$ cat src/rtl/pf_pkg.sv
// Shared types and constants for the next-line prefetch scheduler and the cache datapath.
package pf_pkg;

  localparam int PF_ADDR_W   = 32;
  localparam int PF_LINE_W   = 256;
  localparam int PF_OFFSET_W = 5;
  localparam int PF_PAGE_W   = 12;

  typedef enum logic [1:0] {
    IDLE  = 2'd0,
    DEM   = 2'd1,
    PF_RD = 2'd2
  } pf_state_t;

  // Line-aligned address: clears the byte offset within a cacheline.
  function automatic logic [PF_ADDR_W-1:0] line_addr(input logic [PF_ADDR_W-1:0] addr);
    return {addr[PF_ADDR_W-1:PF_OFFSET_W], {PF_OFFSET_W{1'b0}}};
  endfunction

endpackage

$ cat src/rtl/pf_line_buffer.sv
// Single-entry prefetched line buffer: loaded by a finished prefetch read,
// emptied by the cache consuming it or by demand traffic to the same line.
module pf_line_buffer
  import pf_pkg::*;
#(
  parameter int ADDR_W = PF_ADDR_W,
  parameter int LINE_W = PF_LINE_W
) (
  input  logic              clk,
  input  logic              rst,
  input  logic              i_load,
  input  logic [ADDR_W-1:0] i_load_addr,
  input  logic [LINE_W-1:0] i_load_line,
  input  logic              i_dem_req,
  input  logic [ADDR_W-1:0] i_dem_line,
  input  logic              i_ack,
  output logic              o_buf_v,
  output logic [ADDR_W-1:0] o_buf_addr,
  output logic [LINE_W-1:0] o_buf_line
);

  logic              r_buf_v;
  logic [ADDR_W-1:0] r_buf_addr;
  logic [LINE_W-1:0] r_buf_line;
  logic              w_stale;

  assign w_stale = r_buf_v & i_dem_req & (i_dem_line == r_buf_addr);

  // A load only happens while the buffer is empty, so it never races a live ack.
  always_ff @(posedge clk) begin
    if (rst) begin
      r_buf_v    <= 1'b0;
      r_buf_addr <= '0;
      r_buf_line <= '0;
    end else if (i_load) begin
      r_buf_v    <= 1'b1;
      r_buf_addr <= i_load_addr;
      r_buf_line <= i_load_line;
    end else if (i_ack | w_stale) begin
      r_buf_v <= 1'b0;
    end
  end

  assign o_buf_v    = r_buf_v;
  assign o_buf_addr = r_buf_addr;
  assign o_buf_line = r_buf_line;

endmodule

$ cat src/rtl/next_line_prefetch_ctrl.sv
// Next-line prefetch scheduler: shares the single pmem port between demand
// traffic and one-line-ahead prefetch reads, holding one prefetched line.
module next_line_prefetch_ctrl
  import pf_pkg::*;
#(
  parameter int ADDR_W   = PF_ADDR_W,
  parameter int LINE_W   = PF_LINE_W,
  parameter int OFFSET_W = PF_OFFSET_W,
  parameter int PAGE_W   = PF_PAGE_W
) (
  input  logic              clk,
  input  logic              rst,
  input  logic              pf_start,
  input  logic [ADDR_W-1:0] dem_addr,
  input  logic              dem_read,
  input  logic              dem_write,
  input  logic [LINE_W-1:0] dem_wdata,
  output logic [LINE_W-1:0] dem_rdata,
  output logic              dem_resp,
  output logic              pf_ready,
  output logic [ADDR_W-1:0] pf_addr,
  output logic [LINE_W-1:0] pf_line,
  input  logic              pf_ack,
  output logic [ADDR_W-1:0] mem_addr,
  output logic              mem_read,
  output logic              mem_write,
  output logic [LINE_W-1:0] mem_wdata,
  input  logic [LINE_W-1:0] mem_rdata,
  input  logic              mem_resp
);

  pf_state_t r_state, w_state_next;

  logic                       r_pf_start_d;
  logic                       r_pend_v;
  logic [ADDR_W-1:0]          r_pend_addr;
  logic [ADDR_W-1:0]          r_pf_req_addr;
  logic                       w_buf_v;
  logic [ADDR_W-1:0]          w_buf_addr;
  logic                       w_dem_req;
  logic [ADDR_W-1:0]          w_dem_line;
  logic [ADDR_W-OFFSET_W-1:0] w_nxt_idx;
  logic [ADDR_W-1:0]          w_nxt;
  logic                       w_trig;
  logic                       w_trig_ok;
  logic                       w_pend_hit;
  logic                       w_issue;
  logic                       w_pf_done;

  assign w_dem_req  = dem_read | dem_write;
  assign w_dem_line = line_addr(dem_addr);
  assign w_nxt_idx  = dem_addr[ADDR_W-1:OFFSET_W] + 1'b1;
  assign w_nxt      = {w_nxt_idx, {OFFSET_W{1'b0}}};
  assign w_trig     = pf_start & ~r_pf_start_d;

  // Page check also rejects the top-of-memory wrap to line 0.
  assign w_trig_ok  = w_trig & ~r_pend_v
                    & (w_nxt[ADDR_W-1:PAGE_W] == dem_addr[ADDR_W-1:PAGE_W])
                    & ~(w_buf_v & (w_buf_addr == w_nxt));
  assign w_pend_hit = r_pend_v & w_dem_req & (w_dem_line == r_pend_addr);
  assign w_issue    = (r_state == IDLE) & ~w_dem_req & r_pend_v & ~w_buf_v;
  assign w_pf_done  = (r_state == PF_RD) & mem_resp;

  always_ff @(posedge clk) begin
    if (rst) begin
      r_state       <= IDLE;
      r_pf_start_d  <= 1'b0;
      r_pend_v      <= 1'b0;
      r_pend_addr   <= '0;
      r_pf_req_addr <= '0;
    end else begin
      r_state      <= w_state_next;
      r_pf_start_d <= pf_start;
      if (w_trig_ok) begin
        r_pend_v    <= 1'b1;
        r_pend_addr <= w_nxt;
      end else if (w_issue | w_pend_hit) begin
        r_pend_v <= 1'b0;
      end
      if (w_issue) begin
        r_pf_req_addr <= r_pend_addr;
      end
    end
  end

  always_comb begin
    w_state_next = r_state;
    mem_addr     = '0;
    mem_read     = 1'b0;
    mem_write    = 1'b0;
    mem_wdata    = '0;
    dem_resp     = 1'b0;
    case (r_state)
      IDLE: begin
        if (w_dem_req) begin
          w_state_next = DEM;
        end else if (r_pend_v & ~w_buf_v) begin
          w_state_next = PF_RD;
        end
      end
      DEM: begin
        mem_addr  = dem_addr;
        mem_read  = dem_read;
        mem_write = dem_write;
        mem_wdata = dem_wdata;
        dem_resp  = mem_resp;
        if (mem_resp) w_state_next = IDLE;
      end
      // Prefetch is never preempted; a demand arriving now waits for IDLE.
      PF_RD: begin
        mem_addr = r_pf_req_addr;
        mem_read = 1'b1;
        if (mem_resp) w_state_next = IDLE;
      end
      default: w_state_next = IDLE;
    endcase
  end

  assign dem_rdata = mem_rdata;
  assign pf_ready  = w_buf_v;
  assign pf_addr   = w_buf_addr;

  pf_line_buffer #(
    .ADDR_W(ADDR_W),
    .LINE_W(LINE_W)
  ) u_buf (
    .clk        (clk),
    .rst        (rst),
    .i_load     (w_pf_done),
    .i_load_addr(r_pf_req_addr),
    .i_load_line(mem_rdata),
    .i_dem_req  (w_dem_req),
    .i_dem_line (w_dem_line),
    .i_ack      (pf_ack),
    .o_buf_v    (w_buf_v),
    .o_buf_addr (w_buf_addr),
    .o_buf_line (pf_line)
  );

endmodule

$ cat config.mk
export PLATFORM = sky130hd
export DESIGN_NAME = next_line_prefetch_ctrl
export DESIGN_NICKNAME = d
export VERILOG_FILES = /design/src/rtl/pf_pkg.sv /design/src/rtl/pf_line_buffer.sv /design/src/rtl/next_line_prefetch_ctrl.sv
export SDC_FILE = /design/constraint.sdc
export NUM_CORES = 1
export LEC_CHECK = 0
export BUFFER_PORTS_ARGS = -buffer_cell sky130_fd_sc_hd__buf_2
export CAP_MARGIN = 20
export CELL_PAD_IN_SITES_DETAIL_PLACEMENT = 1
export CELL_PAD_IN_SITES_GLOBAL_PLACEMENT = 1
export CORE_AREA = 5 5 531 533
export CTS_CLUSTER_SIZE = 24
export DETAILED_ROUTE_END_ITERATION = 16
export DIE_AREA = 0 0 536 538
export PLACE_DENSITY = 0.3
export SLEW_MARGIN = 20
export SYNTH_ARGS = -nofsm -noshare
export SYNTH_HDL_FRONTEND = slang
export SYNTH_SLANG_ARGS = --single-unit
$ cat constraint.sdc
create_clock -name clk -period 3.6 [get_ports clk]
set_input_delay 0 -clock clk [delete_from_list [all_inputs] [get_ports clk]]
set_output_delay 0 -clock clk [all_outputs]
set_load 0.02 [all_outputs]
==> run_results.csv <==
group,metric,value,unit
logic_synthesis,syn_inst,2302,
clock_tree,cts_resized,0,
hold_path,min_path_cells,3,
clock_tree,postCtsSetupRepairBufs,0,
clock_tree,hold_buffers,361,
logic_synthesis,synth_area_per_cell,7.63,sq um
placed_design,routabilityCongestion,0.893,
routing,wl_per_cell,30.3,um
run,maxCapViolCount,0,
logic_synthesis,synth-edff-count,0,
sta,worst_pin_slew,0.838,ns
pwr,ir_drop,0.294,mV
setup_path,path_max_fanout,11,
floorplanning,io_pins,1387,
logic_synthesis,synth_area_leaders,"dfxtp_1 (39%), nand2_1 (14%), buf_4 (11%)",
logic_synthesis,synth_top_flop_cell,"dfxtp_1",
sta,hold_viol,6,
clock_tree,htreeDepth,2,
setup_path,required,4.10,ns
floorplanning,fp.dieArea,288000,sq um
sta,setup_viol,0,
setup_path,reg2reg_to,"r_pend_addr[24]",
logic_synthesis,yosysUniqueCellTypes,50,
routing,highest_layer,"met5",
placed_design,port_buffers,1381,
routing,antenna_left,0,
clock_tree,cts_tree,"built",
logic_synthesis,synth_top_area_share,39.0,%
setup_path,cp-start-kind,"input port",
logic_synthesis,synth_seq_cells,342,
clock_tree,clk_latency,0.66,ns
pwr,power_density,388,nW/um^2
setup_path,arrival,3.45,ns
status,violations,"negative hold slack",
pwr,p_total,12.5,mW
setup_path,worst-setup-path-type,"input port to flop",
floorplanning,initial_utilization,6.36,%
sta,clock_skew,0.0216,ns
routing,met1_length,91100,um
logic_synthesis,yosysWarnings,0,
floorplanning,num_rows,193,
clock_tree,cts.sinks,342,
logic_synthesis,ys_seq_area_share,39.0,%
setup_path,setup.worst_path.start,"dem_addr[9]",
routing,wl_met3,25800,um
floorplanning,fp.dieH,538,um
layout,multi_input_area,8040,sq um
setup_path,reg2regPathDepth,9,
floorplanning,dieWidth,536,um
sta,finalMaxSlewViolations,0,
routing,vias,22200,
setup_path,r2r_slack,0.81,ns
global_routing,grt_usage,15.0,%
logic_synthesis,synth_top_area_cell,"dfxtp_1",
sta,whs,-0.0258,ns
logic_synthesis,synth_common_cells,"nand2_1 (637), dfxtp_1 (342), a21oi_1 (329), buf_4 (269), and2_1 (263)",
clock_tree,numCtsBuffers,53,
routing,dr_wl_met2,105000,um
routing,initialDrtViolationCount,1019,
layout,finalNetCount,4273,
status,status,"finished with violations",
setup_path,r2r-start,"u_buf.o_buf_addr[23]",
placed_design,place_area,27000,sq um
layout,drive_above_1_share,41.6,%
layout,postLayoutCellArea,32300,sq um
routing,drtPass1Iterations,5,
pwr,p_leak,14.1,nW
layout,area_growth,84.2,%
sta,fmax,339,MHz
global_routing,grt_max_degree,196,
sta,slew-limit-headroom,44.1,%
floorplanning,core,276000,sq um
sta,period_minus_slack,2.95,ns
sta,finalCritPeriodShare,81.9,%
routing,wl,227000,um
logic_synthesis,synthArstFlopShare,0,%
clock_tree,cts-root-buf,"clkbuf_16",
placed_design,place_ws,0.550,ns
global_routing,grt_overflow_total,0,
logic_synthesis,synth_most_common_cell,"nand2_1",
setup_path,critPathCapture,"r_pend_addr[24]",
global_routing,antenna_found_initial,169,
global_routing,grt_pass1_wl,279000,um
logic_synthesis,synth.cell_area,17600,sq um
clock_tree,cts_buffer_depth,3,
layout,fillers,33100,
routing,vias_per_cell,2.97,
layout,regArea,6850,sq um
clock_tree,clk_pin_slew_worst_paths,0.06,ns
placed_design,hpwl,202000,um
sta,fin_ws,0.651,ns
sta,grt_setup_unrepaired,"false",
hold_path,hold_class,"input port to flop",
global_routing,first_global_vias,23300,
routing,drc,0,
sta,finalSetupTns,0,ns
setup_path,crit_path_end_kind,"flop",
metrics by stage:
| stage | hold slack (ns) | util [%] | std cells |
|---|---|---|---|
| after detailed placement | 0.238 | 9.77 | 7007 |
| after global routing | 0.0327 | 11.7 | 7482 |
| after CTS | 0.00952 | 11.7 | 7463 |
| after global placement | 0.240 | 9.77 | 7007 |
| final | -0.0258 | 11.7 | 7496 |
| after floorplan | 0.113 | - | 2306 |
cell families after synthesis:
| group | share of synthesized area [%] |
|---|---|
| AND/OR/NAND/NOR | 26.6 |
| buffers and inverters | 15.5 |
| AO/OA/AOI/OAI | 14.0 |
| flip-flops | 39.0 |
| XOR/XNOR | 4.54 |
| adder cells (fa/ha/maj) | 0.285 |
| other | 0.0214 |
state kept, by name, indices dropped and copies added (netlist names):
name / flops
r_pend_v: 1
u_buf.o_buf_v: 1
r_state: 2
u_buf.o_buf_addr: 27
r_pf_start_d: 1
r_pf_req_addr: 27
u_buf.o_buf_line: 256
r_pend_addr: 27
report_power, final:
part	internal, mW	switching [mW]
Clock	3.06	2.18
Combinational	1.04	2.35
Sequential	3.85	0.0578
final cells by class:
| cell class | instances | share of cell area [%] |
|---|---|---|
| multi-input cells | 1520 | 24.9 |
| clock buffers | 76 | 4.71 |
| flip-flops and latches | 342 | 21.2 |
| inverters | 7 | 0.0812 |
| clock inverters | 19 | 0.518 |
| well taps | 3705 | 14.3 |
| diodes | 33 | 0.255 |
| repair buffers | 1794 | 34.1 |
worst max-delay path: stages:
cell	delay (ns)
dlygate4sd3_1	0.58
buf_2	0.29
and3_1	0.34
nand3_4	0.15
or4_4	0.57
nand3b_4	0.18
a2111oi_4	0.41
nand4_2	0.35
buf_4	0.33
a21oi_2	0.17
a211oi_2	0.06
worst min-delay path by stage:
stage,slack (ns),from,endpoint
floorplan,0.11,mem_rdata[0],dem_rdata[0]
global placement,0.24,mem_rdata[249],dem_rdata[249]
detailed placement,0.24,mem_rdata[243],dem_rdata[243]
CTS,0.01,mem_resp,r_state[0]
global route,0.03,rst,r_pend_addr[6]
finish,-0.03,rst,r_pf_req_addr[11]
layer usage:
metal | track usage [%] | up-vias
li1 | - | 10000
met1 | 17.5 | 10600
met2 | 25.2 | 1212
met3 | 7.13 | 346
met4 | 2.94 | 28
met5 | 0 | -
cell usage in the layout, fill, tap and decap left out, drive strengths merged, types with 6 or more instances in the layout:
cell and instances:
clkinv 10, and3 11, dfxtp 342, a22o 27, nand4 16, o21ai 6, nor4 15, nor2 21
a211oi 25, a21oi 344, and2 263, xnor2 31, inv 11, nand3 21, diode 33, dlygate4sd3 361
xor2 60, buf 1433, nand2 637, clkbuf 76
(Power assumes the default switching activity.)
